File: config.mk
export PLATFORM = sky130hd
export DESIGN_NAME = load_store_unit_flat
export DESIGN_NICKNAME = d
export VERILOG_FILES = /design/src/rtl/load_store_unit_if.sv /design/src/rtl/load_store_unit.sv /design/src/flat_wrapper.sv
export SDC_FILE = /design/constraint.sdc
export NUM_CORES = 1
export LEC_CHECK = 0
export ABC_CLOCK_PERIOD_IN_PS = 10100
export CAP_MARGIN = 20
export CORE_UTILIZATION = 39
export DETAILED_ROUTE_END_ITERATION = 10
export PLACE_DENSITY = 0.72
export SLEW_MARGIN = 20
export SYNTH_ARGS = -nofsm -noshare
export SYNTH_HDL_FRONTEND = slang
export SYNTH_SLANG_ARGS = --single-unit
File: constraint.sdc
create_clock -name clk -period 10.1 [get_ports clk]
set_clock_uncertainty 0.1 [all_clocks]
set_input_delay 1.515 -clock clk [delete_from_list [all_inputs] [get_ports clk]]
set_output_delay 1.515 -clock clk [all_outputs]
set_load 0.02 [all_outputs]
File: src/rtl/load_store_unit_if.sv
// Bus bundle for load_store_unit: core request/response channel plus the
// word-addressed data-memory port.
//   master : the load/store unit (accepts requests, drives memory strobes)
//   slave  : the environment side (requesting core and the data memory)
interface load_store_unit_if;
   logic        req_valid;
   logic        req_ready;
   logic        req_store;
   logic [2:0]  req_funct3;
   logic [31:0] req_addr;
   logic [31:0] req_wdata;
   logic        resp_valid;
   logic [31:0] resp_rdata;
   logic        resp_err;
   logic [31:0] mem_address;
   logic [31:0] mem_write_data;
   logic        mem_write_enable;
   logic        mem_read_enable;
   logic [31:0] mem_read_data;

   modport master (
      input  req_valid, req_store, req_funct3, req_addr, req_wdata, mem_read_data,
      output req_ready, resp_valid, resp_rdata, resp_err,
             mem_address, mem_write_data, mem_write_enable, mem_read_enable
   );

   modport slave (
      output req_valid, req_store, req_funct3, req_addr, req_wdata, mem_read_data,
      input  req_ready, resp_valid, resp_rdata, resp_err,
             mem_address, mem_write_data, mem_write_enable, mem_read_enable
   );
endinterface

File: src/rtl/load_store_unit.sv
// Load/store unit: converts byte-addressed RISC-V loads/stores into word
// accesses, extends load data, and does read-modify-write for SB/SH.
// Ports: clk, rst (async active-high), bus (load_store_unit_if.master).
// Latency: error 1 edge, SW 2 edges, loads and SB/SH 3 edges to resp_valid;
// req_ready is high only in IDLE, so requests stall while an access is in flight.
module load_store_unit #(
   parameter int MEM_WORDS = 256
) (
   input  logic              clk,
   input  logic              rst,
   load_store_unit_if.master bus
);
   typedef enum logic [2:0] {IDLE, LD_RD, LD_CAP, ST_WR, RMW_RD, RMW_WR} state_t;

   state_t      state_q, state_d;
   logic        store_q, store_d;
   logic [2:0]  funct3_q, funct3_d;
   logic [31:0] addr_q, addr_d;
   logic [31:0] wdata_q, wdata_d;
   logic        resp_valid_q, resp_valid_d;
   logic        resp_err_q, resp_err_d;
   logic [31:0] resp_rdata_q, resp_rdata_d;

   logic        accept;
   logic        req_err;
   logic [7:0]  ld_byte;
   logic [15:0] ld_half;
   logic [31:0] load_ext;
   logic [31:0] merged;

   assign accept = bus.req_valid && (state_q == IDLE);

   // Request validation on the live request inputs, used at acceptance.
   always_comb begin
      case (bus.req_funct3)
         3'b000, 3'b001, 3'b010, 3'b100, 3'b101: req_err = 1'b0;
         default:                                req_err = 1'b1;
      endcase
      if (bus.req_store && bus.req_funct3[2])
         req_err = 1'b1;
      if ((bus.req_funct3[1:0] == 2'b01) && bus.req_addr[0])
         req_err = 1'b1;
      if ((bus.req_funct3[1:0] == 2'b10) && (bus.req_addr[1:0] != 2'b00))
         req_err = 1'b1;
      if ({2'b00, bus.req_addr[31:2]} >= 32'(MEM_WORDS))
         req_err = 1'b1;
   end

   // Load lane selection and extension from the returned memory word.
   always_comb begin
      case (addr_q[1:0])
         2'd0:    ld_byte = bus.mem_read_data[7:0];
         2'd1:    ld_byte = bus.mem_read_data[15:8];
         2'd2:    ld_byte = bus.mem_read_data[23:16];
         default: ld_byte = bus.mem_read_data[31:24];
      endcase
      ld_half = addr_q[1] ? bus.mem_read_data[31:16] : bus.mem_read_data[15:0];
      case (funct3_q)
         3'b000:  load_ext = {{24{ld_byte[7]}}, ld_byte};
         3'b100:  load_ext = {24'h0, ld_byte};
         3'b001:  load_ext = {{16{ld_half[15]}}, ld_half};
         3'b101:  load_ext = {16'h0, ld_half};
         default: load_ext = bus.mem_read_data;
      endcase
   end

   // Sub-word store merge: replace only the targeted lane of the old word.
   always_comb begin
      merged = bus.mem_read_data;
      if (!funct3_q[0]) begin
         case (addr_q[1:0])
            2'd0:    merged[7:0]   = wdata_q[7:0];
            2'd1:    merged[15:8]  = wdata_q[7:0];
            2'd2:    merged[23:16] = wdata_q[7:0];
            default: merged[31:24] = wdata_q[7:0];
         endcase
      end else if (addr_q[1]) begin
         merged[31:16] = wdata_q[15:0];
      end else begin
         merged[15:0] = wdata_q[15:0];
      end
   end

   always_comb begin
      state_d      = state_q;
      store_d      = store_q;
      funct3_d     = funct3_q;
      addr_d       = addr_q;
      wdata_d      = wdata_q;
      resp_valid_d = 1'b0;
      resp_err_d   = resp_err_q;
      resp_rdata_d = resp_rdata_q;
      case (state_q)
         IDLE: begin
            if (accept) begin
               store_d  = bus.req_store;
               funct3_d = bus.req_funct3;
               addr_d   = bus.req_addr;
               wdata_d  = bus.req_wdata;
               if (req_err) begin
                  resp_valid_d = 1'b1;
                  resp_err_d   = 1'b1;
                  resp_rdata_d = 32'h0;
               end else if (!bus.req_store) begin
                  state_d = LD_RD;
               end else if (bus.req_funct3 == 3'b010) begin
                  state_d = ST_WR;
               end else begin
                  state_d = RMW_RD;
               end
            end
         end
         LD_RD:  state_d = LD_CAP;
         LD_CAP: begin
            state_d      = IDLE;
            resp_valid_d = 1'b1;
            resp_err_d   = 1'b0;
            resp_rdata_d = load_ext;
         end
         RMW_RD: state_d = RMW_WR;
         ST_WR, RMW_WR: begin
            state_d      = IDLE;
            resp_valid_d = 1'b1;
            resp_err_d   = 1'b0;
            resp_rdata_d = 32'h0;
         end
         default: state_d = IDLE;
      endcase
   end

   always_ff @(posedge clk or posedge rst) begin
      if (rst) begin
         state_q      <= IDLE;
         store_q      <= 1'b0;
         funct3_q     <= 3'b000;
         addr_q       <= 32'h0;
         wdata_q      <= 32'h0;
         resp_valid_q <= 1'b0;
         resp_err_q   <= 1'b0;
         resp_rdata_q <= 32'h0;
      end else begin
         state_q      <= state_d;
         store_q      <= store_d;
         funct3_q     <= funct3_d;
         addr_q       <= addr_d;
         wdata_q      <= wdata_d;
         resp_valid_q <= resp_valid_d;
         resp_err_q   <= resp_err_d;
         resp_rdata_q <= resp_rdata_d;
      end
   end

   // Strobes decode straight from state so an async reset drops them at once.
   assign bus.req_ready        = (state_q == IDLE);
   assign bus.resp_valid       = resp_valid_q;
   assign bus.resp_err         = resp_err_q;
   assign bus.resp_rdata       = resp_rdata_q;
   assign bus.mem_address      = {2'b00, addr_q[31:2]};
   assign bus.mem_write_data   = (state_q == RMW_WR) ? merged : wdata_q;
   assign bus.mem_read_enable  = (state_q == LD_RD) || (state_q == RMW_RD);
   assign bus.mem_write_enable = (state_q == ST_WR) || (state_q == RMW_WR);

   // store_q is kept with the latched request for visibility; not needed for decode.
   logic unused_store;
   assign unused_store = store_q;
endmodule
File: src/flat_wrapper.sv
// flat-port wrapper written by rule: the top's interface ports become plain ports
module load_store_unit_flat 
#(
   parameter int MEM_WORDS = 256
)
  (clk, rst, bus_req_valid, bus_req_store, bus_req_funct3, bus_req_addr, bus_req_wdata, bus_mem_read_data, bus_req_ready, bus_resp_valid, bus_resp_rdata, bus_resp_err, bus_mem_address, bus_mem_write_data, bus_mem_write_enable, bus_mem_read_enable);
  load_store_unit_if bus_i ();
  input  logic clk;
  input  logic rst;
  input wire logic [$bits(bus_i.req_valid)-1:0] bus_req_valid;
  input wire logic [$bits(bus_i.req_store)-1:0] bus_req_store;
  input wire logic [$bits(bus_i.req_funct3)-1:0] bus_req_funct3;
  input wire logic [$bits(bus_i.req_addr)-1:0] bus_req_addr;
  input wire logic [$bits(bus_i.req_wdata)-1:0] bus_req_wdata;
  input wire logic [$bits(bus_i.mem_read_data)-1:0] bus_mem_read_data;
  output wire logic [$bits(bus_i.req_ready)-1:0] bus_req_ready;
  output wire logic [$bits(bus_i.resp_valid)-1:0] bus_resp_valid;
  output wire logic [$bits(bus_i.resp_rdata)-1:0] bus_resp_rdata;
  output wire logic [$bits(bus_i.resp_err)-1:0] bus_resp_err;
  output wire logic [$bits(bus_i.mem_address)-1:0] bus_mem_address;
  output wire logic [$bits(bus_i.mem_write_data)-1:0] bus_mem_write_data;
  output wire logic [$bits(bus_i.mem_write_enable)-1:0] bus_mem_write_enable;
  output wire logic [$bits(bus_i.mem_read_enable)-1:0] bus_mem_read_enable;
  assign bus_i.req_valid = bus_req_valid;
  assign bus_i.req_store = bus_req_store;
  assign bus_i.req_funct3 = bus_req_funct3;
  assign bus_i.req_addr = bus_req_addr;
  assign bus_i.req_wdata = bus_req_wdata;
  assign bus_i.mem_read_data = bus_mem_read_data;
  assign bus_req_ready = bus_i.req_ready;
  assign bus_resp_valid = bus_i.resp_valid;
  assign bus_resp_rdata = bus_i.resp_rdata;
  assign bus_resp_err = bus_i.resp_err;
  assign bus_mem_address = bus_i.mem_address;
  assign bus_mem_write_data = bus_i.mem_write_data;
  assign bus_mem_write_enable = bus_i.mem_write_enable;
  assign bus_mem_read_enable = bus_i.mem_read_enable;
  load_store_unit #(.MEM_WORDS(MEM_WORDS)) u_core (.clk(clk), .rst(rst), .bus(bus_i));
endmodule
* Yosys cells after proc, flatten, opt, wreduce, memory -nomap -nowiden
Index checks and enable logic that the tools add are counted.
** Cells by class
- Magnitude comparators :: 1
- Eq/ne operators :: 19
- Mux-type cells :: 30
- Reductions and logical operators :: 21
** Operators by type and width (count)
- $mux W32 :: 4
- $pmux W32 S4 :: 1
- $pmux W32 S3 :: 1
- $mux W16 :: 3
- $mux W8 :: 4
- $ge A30 B9 Y1 const B :: 1
- $pmux W8 S3 :: 1
- $eq A3 B3 Y1 const B :: 6
- $mux W3 :: 4
- $eq A3 B1 Y1 const B :: 3
- $eq A3 B2 Y1 const B :: 3
- $logic_not A3 Y1 :: 3
- $mux W1 :: 9
- $pmux W3 S3 :: 1
- $reduce_and A3 Y1 :: 2
- $reduce_or A3 Y1 :: 2
- $reduce_or A5 Y1 :: 1
- $eq A2 B1 Y1 const B :: 2
- $eq A2 B2 Y1 const B :: 2
- $logic_and A1 B1 Y1 :: 4
- $ne A2 B1 Y1 const B :: 2
- $pmux W1 S2 :: 2
- $reduce_and A2 Y1 :: 2
- $reduce_bool A2 Y1 :: 2
- other kinds (5) :: 6
** Storage, ports and cells
- Register bits after elaboration :: 104
- Bits of input ports :: 103
- Output and inout port bits :: 101
- Logic and storage cells :: 78

* Longest topological paths before layout
Gate-level depths: netlist (run 1).
- Depth in word-level cells :: 10
- Depth in mapped cells :: 7
- Gate-level depth less buffers :: 5

* Least setup slack after synthesis (run 1)
No wires, ideal clock.
- Kind :: input -> output
- Start point :: input port bus_mem_read_data[24]
- End point :: output port bus_mem_write_data[24]
- Arrival :: 2073 ps
- Data required time :: 8485 ps
- Slack :: 6412 ps
- Stages :: 2
- Buffers on the path :: 0
- Path through :: a22oi_1 o21ai_0
** Between the ends
- Cells in the longest elaborated chain, start to end :: 3
- Elaborated cells on any way between the ends :: 4
- Classes of those cells :: 4 x mux
** Ends and longest elaborated chain
- start, declared :: RTL line flat_wrapper.sv:15 : input wire logic [$bits(bus_i.mem_read_data)-1:0] bus_mem_read_data;
- $mux W8 or $mux W16 (tied branches) :: RTL line load_store_unit.sv:71, load_store_unit.sv:77
- $mux W32 * :: RTL line load_store_unit.sv:70 : if (!funct3_q[0]) begin
- $mux W32 * :: RTL line load_store_unit.sv:159 : assign bus.mem_write_data = (state_q == RMW_WR) ? merged : wdata_q;
- end, declared :: RTL line flat_wrapper.sv:21 : output wire logic [$bits(bus_i.mem_write_data)-1:0] bus_mem_write_data;
Every way passes the cells marked *; elsewhere a longest branch is shown, timed or not.

* Worst setup path in the final report (run 1)
- Start point :: register u_core.funct3_q[0]
- End point :: output port bus_mem_write_data[7]
** Between the ends
- Cells in the longest elaborated chain, start to end :: 2
** Ends and longest elaborated chain
- start, declared :: RTL line load_store_unit.sv:17 : logic [2:0] funct3_q, funct3_d;
- start signal, assigned :: RTL line load_store_unit.sv:144 : funct3_q <= funct3_d;
- $mux W32 :: RTL line load_store_unit.sv:70
- $mux W32 :: RTL line load_store_unit.sv:159
No other way between the ends.

==> results of run 1 <==
cells by family after synthesis:
| kind of cell | after synthesis | synth area share (%) |
|---|---|---|
| other | 1 | 0.06738 |
| AO/OA/AOI/OAI | 128 | 17.92 |
| multiplexers | 91 | 18.30 |
| XOR/XNOR | 1 | 0.1574 |
| flip-flops | 104 | 46.76 |
| AND/OR/NAND/NOR | 80 | 8.026 |
| buffers and inverters | 83 | 8.768 |
layer usage:
metal | global-route usage [%] | vias up | part of all wire [%]
li1 | - | 2079 | -
met1 | 30.29 | 2312 | 42
met2 | 38.60 | 175 | 50
met3 | 3.853 | 24 | 5.5
met4 | 6.173 | 0 | 2.1
met5 | 0 | - | 0
registers in the layout, indices dropped and copies added, names as in the netlist:
signal and count:
u_core.state_q 3, u_core.wdata_q 32, u_core.bus.resp_rdata 32, u_core.bus.resp_valid 1, u_core.bus.resp_err 1, u_core.funct3_q 3, u_core.addr_q 32
cells in the final DEF, fill, tap and decap left out, drive strengths merged, types with 10 or more instances in the layout:
cell type	count
o21ai	30
dfrtp	104
mux2	76
a221o	17
inv	19
a22o	16
clkbuf	11
nand2b	12
clkdlybuf4s50	201
a21oi	10
nand2	28
mux2i	15
worst reg2reg max path, cell delays in order, from the launching register on:
cell and delay [ps]:
dfrtp_1 1060, mux2_2 440, mux2i_4 100, nor4_4 760, a221o_1 230
stage by stage:
step                util [%]  hold WS, ps
finish                 55.89        385.2
global route           55.89        407.6
CTS                    55.70        388.1
detailed placement     53.49        370.6
global placement       53.49        362.6
floorplan                  -        380.6
power by group:
part           switching (µW)  leakage [µW]  internal, µW  total, µW
logic                     116       0.00179           134        250
registers                32.7       0.00129           443        475
clock network             160      0.000152           202        362
total                     309       0.00324           778       1090
cell type report:
cell class / instances / area (µm²)
Timing Repair Buffer: 206 / 2061
Clock inverter: 5 / 63.81
Inverter: 17 / 66.31
Fill cell: 1184 / 6123
Tap cell: 180 / 225.2
Multi-Input combinational cell: 302 / 2496
Sequential cell: 104 / 2603
Clock buffer: 11 / 242.7
path summary, 6_finish.rpt:
path	from	end	slack, ps	cells after the start
max	u_core.funct3_q[0]	bus_mem_write_data[7]	5000	5
min	u_core.bus.resp_rdata[14]	u_core.bus.resp_rdata[14]	390	1
max reg2reg	u_core.addr_q[1]	u_core.bus.resp_rdata[26]	7340	4
min reg2reg	u_core.bus.resp_rdata[14]	u_core.bus.resp_rdata[14]	390	1
max in group asynchronous	rst	u_core.bus.resp_rdata[19]	7230	3
min in group asynchronous	rst	u_core.addr_q[5]	1400	2
==> results.md, run 1 <==
* Cells after DPL at 807
* Final setup fails at 0
* Synth Flop Type: dfrtp_1
* IO buf count at 201
* Hold Crit Class: register to register
* Leakage power at 0.003240 µW
* Crit-path max FO at 32
* Routed len/inst at 20.42 µm
* Final ANT Viol Nets at 0
* Crit start category: register
* Initial antenna violation count at 0
* DR iter-0 viols at 320
* Register bit count reported by yosys at 104
* CP top delay family: flip-flops
* Pre-CTS setup slack at 5288 ps
* Post-CTS Resized at 0
* Share of the synthesized area in the top cell type at 46.76%
* Sequential fraction of the synthesis area at 46.76%
* GRT Util Overall at 22.94%
* Post-Route WL at 16850 µm
* CTS root buf: clkbuf_16
* Fin area at 7757 µm²
* Dominant cell by count in the synthesized netlist: dfrtp_1
* Buffer count from post-CTS setup fixing at 0
* Placed cell area at 7425 µm²
* Async SR Flop Fraction at 100.0%
* N_diodes at 0
* Synthesis-to-finish area growth at 39.39%
* Initial cell density of the core at 40.09%
* Via density at 5.564
* Minimum clock period at 5103 ps
* DIE HEIGHT at 121.5 µm
* Die Area at 14750 µm²
* Critical path endpoint category: output pin
* Number of enable flip-flop cells after synthesis at 0
* Clock Tree Buf Depth at 2
* Mapped Cells at 488
* Distinct cells, synth at 54
* Vias at 4590
* Final Hold Viols at 0
* Final RePlAce weighted congestion at 0.9041
* Slowest-stage cell, CP: dfrtp_1
* Crit path required time at 8490 ps
* Top cells by area, synth: dfrtp_1 47%, mux2_2 15%, buf_4 4.9%
* DRC viols at 0
* Core ar. at 13880 µm²
* CTS Sinks at 104
* RSZ-0062 raised after global routing: false
* Die width at 121.5 µm
* CTS Hold Bufs at 0
* H-tree Lvls at 3
* F_max at 0.1960 GHz
* Clock-pin transition on the worst setup and hold timing paths at 70 ps
* Worst slew pin tran at 1094 ps
* Global-route wire length before repair at 25580 µm
* Grt total ovfl at 0
* Worst Path Arrival at 3490 ps
* Largest net degree at the start of global routing at 75
* Total number of yosys warnings at 0
* Tot Pwr at 1087 µW
* Total CTS buffers at 9
* IO Count at 204
* Synth Area per Inst at 11.40 µm²
* Fin Setup TNS at 0 ps
* Clock Latency Late Sink at 350 ps
* VDD IR max at 0.0001087 V
* Final worst path period share at 50.52%
* Top cells by count, synth: 104 x dfrtp_1, 76 x mux2_2, 36 x buf_4, 28 x nand2_1, 24 x o21ai_0
* Placed wire-length estimate at 12550 µm
* Vias in the first global route at 4576
* Share of cells above drive strength 1 at 17.36%
* Max transition margin at 27.07%
* Rows at 43
* Finished Layout Cells at 825
* First-pass DRT Iterations at 5
* Fin. max-slew vios at 0
* Crit path largest cell delay at 1060 ps
* Pwr per Cell Area at 140.1 nW/µm²
* Post-route setup slack at 4997 ps
* Outcome: finished clean
* CTS tree: done
* Cell Area, Synth at 5565 µm²
* Critical path class: register to output pin
* Maxcap violations at 0
* Nets@finish at 743
* Crit-path cells: nor2b_1, buf_4, o21ai_2, mux2_2, clkdlybuf4s50_1
* Buf/Inv on CP at 2
* Area leader, netlist: dfrtp_1
Note: power is estimated with default switching activity, not from simulation.
==> inputs of run 2 (changes only) <==
Settings changed: ABC_CLOCK_PERIOD_IN_PS 10100 to 5200.
Clock period 10.1 ns to 5.2 ns, I/O delays scaled along.
==> run 2 against run 1 <==
Compared with the run above: sequential share of layout area increased by 0.11 points; power grew 91%; sequential power is 95% higher; clock power increased by 85%; critical path depth shrank 1; via count shrank 0.37%; flip-flop and latch count is the same; global-route usage up 0.58 points; worst hold slack lost 0.77 ps.
==> results.md, run 2 (same netlist as run 1, synthesis figures left out) <==
* P_int at 1502 µW
* Clock Latency Late Sink at 350 ps
* Fin. max-slew vios at 0
* Initial cell density of the core at 40.09%
* IO buf count at 201
* Layout Utilization at 55.70%
* Final setup fails at 0
* First-pass DRT Iterations at 5
* Critical path class: register to output pin
* Nets@finish at 742
* Die Area at 14750 µm²
* Final RePlAce weighted congestion at 0.8942
* Minimum clock period at 4113 ps
* Leakage power at 0.003221 µW
* F_max at 0.2431 GHz
* Crit path required time at 4320 ps
* DRC viols at 0
* Worst slew pin tran at 1039 ps
* Worst hold path cell count at 1
* FILL cells at 1184
* Vias at 4573
* Tot Pwr at 2080 µW
* CTS Hold Bufs at 0
* Routed len/inst at 20.85 µm
* Placed wire-length estimate at 12830 µm
* DIE HEIGHT at 121.5 µm
* VDD IR max at 0.0001620 V
* Final worst path period share at 79.10%
* Maxcap violations at 0
* Fin Setup TNS at 0 ps
* Total CTS buffers at 9
* Share of cells above drive strength 1 at 17.11%
* Rows at 43
* Max transition margin at 30.76%
* Largest net degree at the start of global routing at 73
* IO Count at 204
* Crit start category: register
* Synthesis-to-finish area growth at 38.92%
* Path depth of the worst reg2reg path at 4
* Hold Crit Class: register to register
* Flop2flop setup slack at 2480 ps
* Core ar. at 13880 µm²
* NetSw at 578.2 µW
* Buffer count from post-CTS setup fixing at 0
* Vias in the first global route at 4666
* Critical path endpoint category: output pin
* Clock Tree Buf Depth at 2
* Sw frac at 27.79%
* Logic pwr share at 23.2%
* Hold Slack at 384.4 ps
* RSZ-0062 raised after global routing: false
* Most frequent cells in the layout: 201 x clkdlybuf4s50_1, 104 x dfrtp_1, 76 x mux2_2
* Most common cell after layout, fill and taps aside: clkdlybuf4s50_1
* Post-CTS Resized at 0
* Clock-pin transition on the worst setup and hold timing paths at 60 ps
* GRT busiest layer: met2
* Final ANT Viol Nets at 0
* DR iter-0 viols at 286
* N_diodes at 0
* Global-route wire length before repair at 25900 µm
* Seq pwr share at 44.5%
* Crit-path max FO at 32
* Pwr per Cell Area at 269.1 nW/µm²
* Reg-to-Reg Start: u_core.addr_q[1]
* Met3 usage in global routing at 5.310%
* Fin area at 7731 µm²
* Hold path startpoint: u_core.bus.resp_rdata[11]
* Final Hold Viols at 0
* Placed cell area at 7417 µm²
* Post-Route WL at 17160 µm
* CTS root buf: clkbuf_16
* Met2 Usage GRT at 37.86%
* Worst Path Arrival at 3230 ps
* Via density at 5.557
* Grt total ovfl at 0
* CTS Sinks at 104
* GRT Util Overall at 23.52%
* Met1 usage at 30.34%
* Clk network pwr share at 32.3%
* H-tree Lvls at 3
* Die width at 121.5 µm
* Outcome: finished clean
* Hold endpoint: u_core.bus.resp_rdata[11]
* R2r endpoint: u_core.bus.resp_rdata[24]
* Initial antenna violation count at 0
* CTS tree: done
==> run 2: layout make-up <==
type	instances	area, µm²	area share (%)
Tap cell	180	225.2	2.913
Timing Repair Buffer	205	2049	26.51
Multi-Input combinational cell	302	2499	32.32
Clock inverter	3	42.54	0.5503
Sequential cell	104	2603	33.66
Inverter	17	66.31	0.8577
Clock buffer	12	246.5	3.188
==> run 2: metal layers <==
metal | vias up | routed length [µm]
met1 | 2249 | 7044
met2 | 201 | 8440
li1 | 2084 | -
met5 | - | 0
met4 | 0 | 541
met3 | 39 | 1136
==> run 2: how the worst max path moves through the flow <==
stage / slack (ps) / to / depth (start not counted) / startpoint
after floorplan: 1590 / u_core.addr_q[0] / 1 / rst
after global placement: 1340 / bus_mem_write_data[0] / 4 / u_core.funct3_q[0]
after detailed placement: 1220 / bus_mem_write_data[0] / 4 / u_core.funct3_q[0]
final: 1090 / bus_mem_write_data[7] / 4 / u_core.funct3_q[0]
after CTS: 850 / bus_mem_write_data[0] / 4 / u_core.funct3_q[0]
after global routing: 900 / bus_mem_write_data[0] / 4 / u_core.funct3_q[0]
==> run 2: worst max-delay path: stages, from the launching register on <==
cell	delay, ps
dfrtp_1	1030
nor2b_2	380
o21ai_2	500
mux2_2	420
clkdlybuf4s50_1	540
==> run 2: through the flow <==
step / setup WS (ps) / std cells
after global placement: 1345 / 806
after floorplan: 1588 / 489
after global routing: 898.1 / 823
after detailed placement: 1223 / 806
final: 1087 / 823
after CTS: 846.8 / 821
==> run 2: power by group through the flow <==
| stage | Sequential, µW | Combinational, µW | Clock, µW |
|---|---|---|---|
| after floorplan | 903 | 305 | 0 |
| after global placement | 937 | 474 | 0 |
| after detailed placement | 941 | 479 | 0 |
| after CTS | 925 | 483 | 682 |
| after global routing | 933 | 513 | 721 |
| final | 927 | 482 | 671 |
==> inputs of run 3 (changes only) <==
Settings changed: ABC_CLOCK_PERIOD_IN_PS 5200 to 4000.
Clock period 5.2 ns to 4 ns, I/O delays scaled along.
==> run 3 against run 2 <==
Compared with the run above: cell count increased by 0.49%; worst setup slack worse by 890 ps; first-iteration DRC count rose by 7.7%; non-clock buffer count up 4; clock-buffer cell count unchanged; sequential share of layout area down 0.076 points.
==> results.md, run 3 (same netlist as run 1, synthesis figures left out) <==
* DIE HEIGHT at 121.5 µm
* Most common cell after layout, fill and taps aside: clkdlybuf4s50_1
* Worst slew pin tran at 1003 ps
* Clock-pin transition on the worst setup and hold timing paths at 70 ps
* CTS tree: done
* Final RePlAce weighted congestion at 0.8742
* Clock Latency Late Sink at 360 ps
* Fin Setup TNS at 0 ps
* Initial cell density of the core at 40.09%
* N_diodes at 0
* Final setup fails at 0
* Vias in the first global route at 4542
* Fin. max-slew vios at 0
* Grt total ovfl at 0
* Via density at 5.593
* Clock Tree Buf Depth at 2
* Crit path required time at 3300 ps
* Crit start category: register
* Max transition margin at 32.64%
* Minimum clock period at 3800 ps
* VDD IR max at 0.0002239 V
* Hold Crit Class: register to register
* Worst Path Arrival at 3100 ps
* RSZ-0062 raised after global routing: false
* DRC viols at 0
* Slowest-stage cell, CP: dfrtp_1
* Vias at 4625
* Critical path endpoint category: output pin
* Total CTS buffers at 9
* Nets@finish at 746
* First-pass DRT Iterations at 5
* Outcome: finished clean
* IO buf count at 201
* CP top delay family: buffers and inverters
* Global-route wire length before repair at 25740 µm
* Die width at 121.5 µm
* Critical path class: register to output pin
* CTS Sinks at 104
* Buf/Inv on CP at 2
* H-tree Lvls at 3
* Rows at 43
* Placed wire-length estimate at 12930 µm
* Die Area at 14750 µm²
* GRT Util Overall at 23.45%
* Pwr per Cell Area at 344.8 nW/µm²
* F_max at 0.2632 GHz
* Routed len/inst at 20.70 µm
* Initial antenna violation count at 0
* Synthesis-to-finish area growth at 39.23%
* Largest net degree at the start of global routing at 78
* Leakage power at 0.003237 µW
* Tot Pwr at 2672 µW
* Final worst path period share at 95.00%
* FILL cells at 1206
* Core ar. at 13880 µm²
* Crit path largest cell delay at 670 ps
* Final Hold Viols at 0
* CTS root buf: clkbuf_16
* DR iter-0 viols at 308
* Crit-path max FO at 17
* Crit-path cells: nor2b_1, buf_4, o21ai_2, mux2_2, clkdlybuf4s50_1
* Buffer count from post-CTS setup fixing at 0
* Share of cells above drive strength 1 at 17.62%
* Post-CTS Resized at 0
* Maxcap violations at 0
* Most frequent cells in the layout: 201 x clkdlybuf4s50_1, 104 x dfrtp_1, 76 x mux2_2
* Final ANT Viol Nets at 0
* IO Count at 204
* CTS Hold Bufs at 0
* Post-Route WL at 17120 µm
==> run 3: cell types whose count changed in the layout (fill, tap and decap cells not counted), sizes merged <==
cell / previous run / this run
buf: 4 / 8
bufinv: 1 / 0
clkinv: 1 / 2
==> run 3: worst paths after layout <==
kind	from	to	slack (ps)	cells after the start
setup reg to reg	u_core.addr_q[1]	u_core.bus.resp_rdata[24]	1540	4
max in group asynchronous	rst	u_core.addr_q[23]	2260	3
min in group asynchronous	rst	u_core.addr_q[7]	710	2
hold / removal	u_core.bus.resp_rdata[14]	u_core.bus.resp_rdata[14]	380	1
setup / recovery	u_core.addr_q[0]	bus_mem_write_data[0]	200	5
hold reg to reg	u_core.bus.resp_rdata[14]	u_core.bus.resp_rdata[14]	380	1
==> run 3: area by class of cell <==
type	instances	area (µm²)	area share [%]
Clock inverter	3	17.52	0.2261
Tap cell	180	225.2	2.907
Inverter	17	66.31	0.8558
Multi-Input combinational cell	302	2496	32.21
Sequential cell	104	2603	33.59
Clock buffer	12	256.5	3.310
Timing Repair Buffer	209	2085	26.90
==> run 3: where the power goes <==
part | internal (µW) | switching, µW
registers | 1120 | 73.1
logic | 340 | 305
clock network | 451 | 383
==> run 3: stage by stage <==
stage	hold WS (ps)	util, %	setup slack, ps	instance area, µm²	cells
final	380.8	55.82	200.2	7749	827
after global routing	402.4	55.82	68.88	7749	827
after CTS	384.5	55.82	266.0	7749	827
after detailed placement	369.5	53.85	655.3	7475	812
after global placement	362.0	53.85	760.5	7475	812
after floorplan	380.6	-	567.8	5569	489
==> run 3: routing by layer <==
metal,GRT usage [%],vias to the layer above,wire [µm],share of wire (%)
li1,-,2090,-,-
met1,30.02,2289,7129,42
met2,38.67,209,8467,49
met3,3.665,37,1023,6.0
met4,10.96,0,502,2.9
met5,0,-,0,0
==> edit: new RTL, settings of run 3 <==
`wdata_q` no longer has a reset.
--- a/src/rtl/load_store_unit.sv
+++ b/src/rtl/load_store_unit.sv
@@ -135,5 +135,4 @@
          funct3_q     <= 3'b000;
          addr_q       <= 32'h0;
-         wdata_q      <= 32'h0;
          resp_valid_q <= 1'b0;
          resp_err_q   <= 1'b0;
@@ -144,9 +143,12 @@
          funct3_q     <= funct3_d;
          addr_q       <= addr_d;
-         wdata_q      <= wdata_d;
          resp_valid_q <= resp_valid_d;
          resp_err_q   <= resp_err_d;
          resp_rdata_q <= resp_rdata_d;
       end
+   end
+
+   always_ff @(posedge clk) begin
+      wdata_q <= wdata_d;
    end
 
Check against the original RTL: not equivalent (Yosys sat finds a counterexample within 4 cycles, from zero or initial values and one cycle with rst high).
==> edit against run 3 <==
- maximum frequency rose by 9.4%
- synthesized area fell by 3.9%
- cell area decreased by 2.4%
- worst hold slack got worse by 0.0068 ns
- cell count is 1.5% lower
- sequential cell count stayed put
- wire length shrank 5.9%
- power is 2.5% lower
- first-iteration DRC count rose by 10%
- sequential share of layout area is 2.9 points higher
- setup slack improved by 0.33 ns
- largest power group unchanged
==> edit: results (changes against run 3) <==
Logic synthesis
  • Ys async rst share: 69.2% (-31 points)
  • Top cells by area, synth: dfrtp_1 (34%), edfxtp_1 (18%), mux2_2 (8.4%)
  • EDFF count, synth: 32 (+32)
  • Synth cell count leaders: dfrtp_1 (72), mux2_2 (40), nand2_1 (40)
  • Yosys top cell by area: dfrtp_1
  • Post-Synthesis Cells: 474 (-2.9%)
  • Yosys warns: 0 (unchanged)
  • Count of cell types in the netlist: 45 (-17%)
  • Seq/Total Area, Yosys: 51.7% (+4.9 points)

Detailed routing
  • Total vias in the final route: 4,375 (-5.4%)
  • Overall routed net length: 16,100 um (-5.9%)
  • First-pass detailed-route iteration total: 5 (unchanged)
  • Post-detailed-route wirelength per cell: 19.8 um (-4.5%)
  • DRT iter0 DRCs: 339 (+10%)

Clocking
  • H-tree lvl count: 3 (unchanged)
  • Setup bufs post-CTS: 0 (unchanged)
  • CTS root buf: clkbuf_16
  • CTS resizes: 0 (unchanged)
  • Reg clk slew, reported paths: 0.07 ns (about the same)
  • Clock Latency Late Sink: 0.35 ns
  • Clock Path Buffers: 2 (unchanged)
  • Cts bufs inserted: 9 (unchanged)

STA
  • Slew @ Worst Pin: 1.14 ns (+0.138 ns)

Global routing
  • First-pass GRT wire length: 24,500 um (-5.0%)
  • Largest net degree at the start of global routing: 73 (-6.4%)
  • Initial antenna violation count: 0 (unchanged)
  • Total track usage: 22.8% (-0.69 points)

Min path
  • Hold path cells: 1 (unchanged)
  • Type of the tightest min-delay check: flip-flop to flip-flop

Finish
  • Layout Nets: 737 (-1.2%)
  • Inserted Diodes: 0 (unchanged)
  • Layout cells sized above 1: 14.6% (-3.1 points)

Placement
  • Dpl cells: 799 (-1.6%)
  • Pre-CTS WS: 0.886 ns (+0.231 ns)
  • HPWL after detailed placement: 12,400 um (-4.3%)
  • Number of port buffers: 201 (unchanged)
  • Placer Congestion: 0.856 (-2.1%)

Setup path
  • Data arrival, critical path: 2.77 ns (-0.33 ns)
  • Worst path max stage delay: 0.63 ns (-0.04 ns)
  • Worst reg2reg path depth: 4 (unchanged)
  • CP Max Fanout: 14 (-3)
  • Slowest-stage cell, CP: clkdlybuf4s50_1

Power
  • Leak: 3.13 nW (-3.2%)
  • P_sw: 0.000684 W (-10%)
  • Max IR drop VDD: 0.000242 V (+8.1%)

Outcome
  • Status: finished clean
==> edit: layout make-up <==
class	instances	area, um^2
fill	1142	5730
sequential	104	2760
multi-input combinational	288	2100
timing repair buffer	211	2100
clock buffer	13	280
tap	176	220
inverter	20	75.1
clock inverter	3	22.5
==> edit: worst max-delay path: cells and delay by family, from the launching register on <==
kind | cells | cell delay, ns
compound gates | 3 | 0.64
buf+inv | 1 | 0.63
flops | 1 | 0.61
simple gates | 1 | 0.53
==> edit: worst paths after layout <==
check | startpoint | end | slack, ns
worst min register to register | u_core.bus.resp_rdata[14] | u_core.bus.resp_rdata[14] | 0.37
max in group asynchronous | rst | u_core.addr_q[21] | 2.44
worst max-delay path | u_core.addr_q[0] | bus_mem_write_data[10] | 0.53
min in group asynchronous | rst | u_core.addr_q[8] | 0.77
worst min-delay path | u_core.bus.resp_rdata[14] | u_core.bus.resp_rdata[14] | 0.37
worst max register to register | u_core.state_q[1] | u_core.bus.resp_rdata[26] | 1.40
==> edit: stage by stage <==
| step | cell area, um^2 | utilization [%] | hold slack, ns |
|---|---|---|---|
| after floorplan | 5350 | - | 0.382 |
| after detailed placement | 7260 | 54.6 | 0.367 |
| final | 7560 | 56.9 | 0.374 |
| after CTS | 7560 | 56.9 | 0.383 |
| after global routing | 7560 | 56.9 | 0.405 |
| after global placement | 7260 | 54.6 | 0.369 |
==> edit: logic make-up after synthesis <==
kind of cell | Yosys count | share of synthesized area (%)
AO/OA/AOI/OAI | 129 | 18.1
XOR/XNOR | 2 | 0.328
buffers and inverters | 83 | 9.06
flip-flops | 104 | 51.7
multiplexers | 56 | 11.7
other | 1 | 0.0701
AND/OR/NAND/NOR | 99 | 9.15
==> edit: power by group through the flow <==
stage               sequential (W)  combinational [W]  clock (W)
finish                     0.00119           0.000539   0.000875
CTS                        0.00119           0.000539   0.000897
floorplan                  0.00120           0.000317          0
global route               0.00120           0.000573   0.000932
global placement           0.00121           0.000529          0
detailed placement         0.00121           0.000537          0
==> edit: per-layer routing <==
metal	routed length, um	up-vias	GRT usage, %
met1	7130	2162	30.2
met3	829	32	4.02
met2	7620	169	36.2
met5	0	-	0
li1	-	2012	-
met4	533	0	10.5
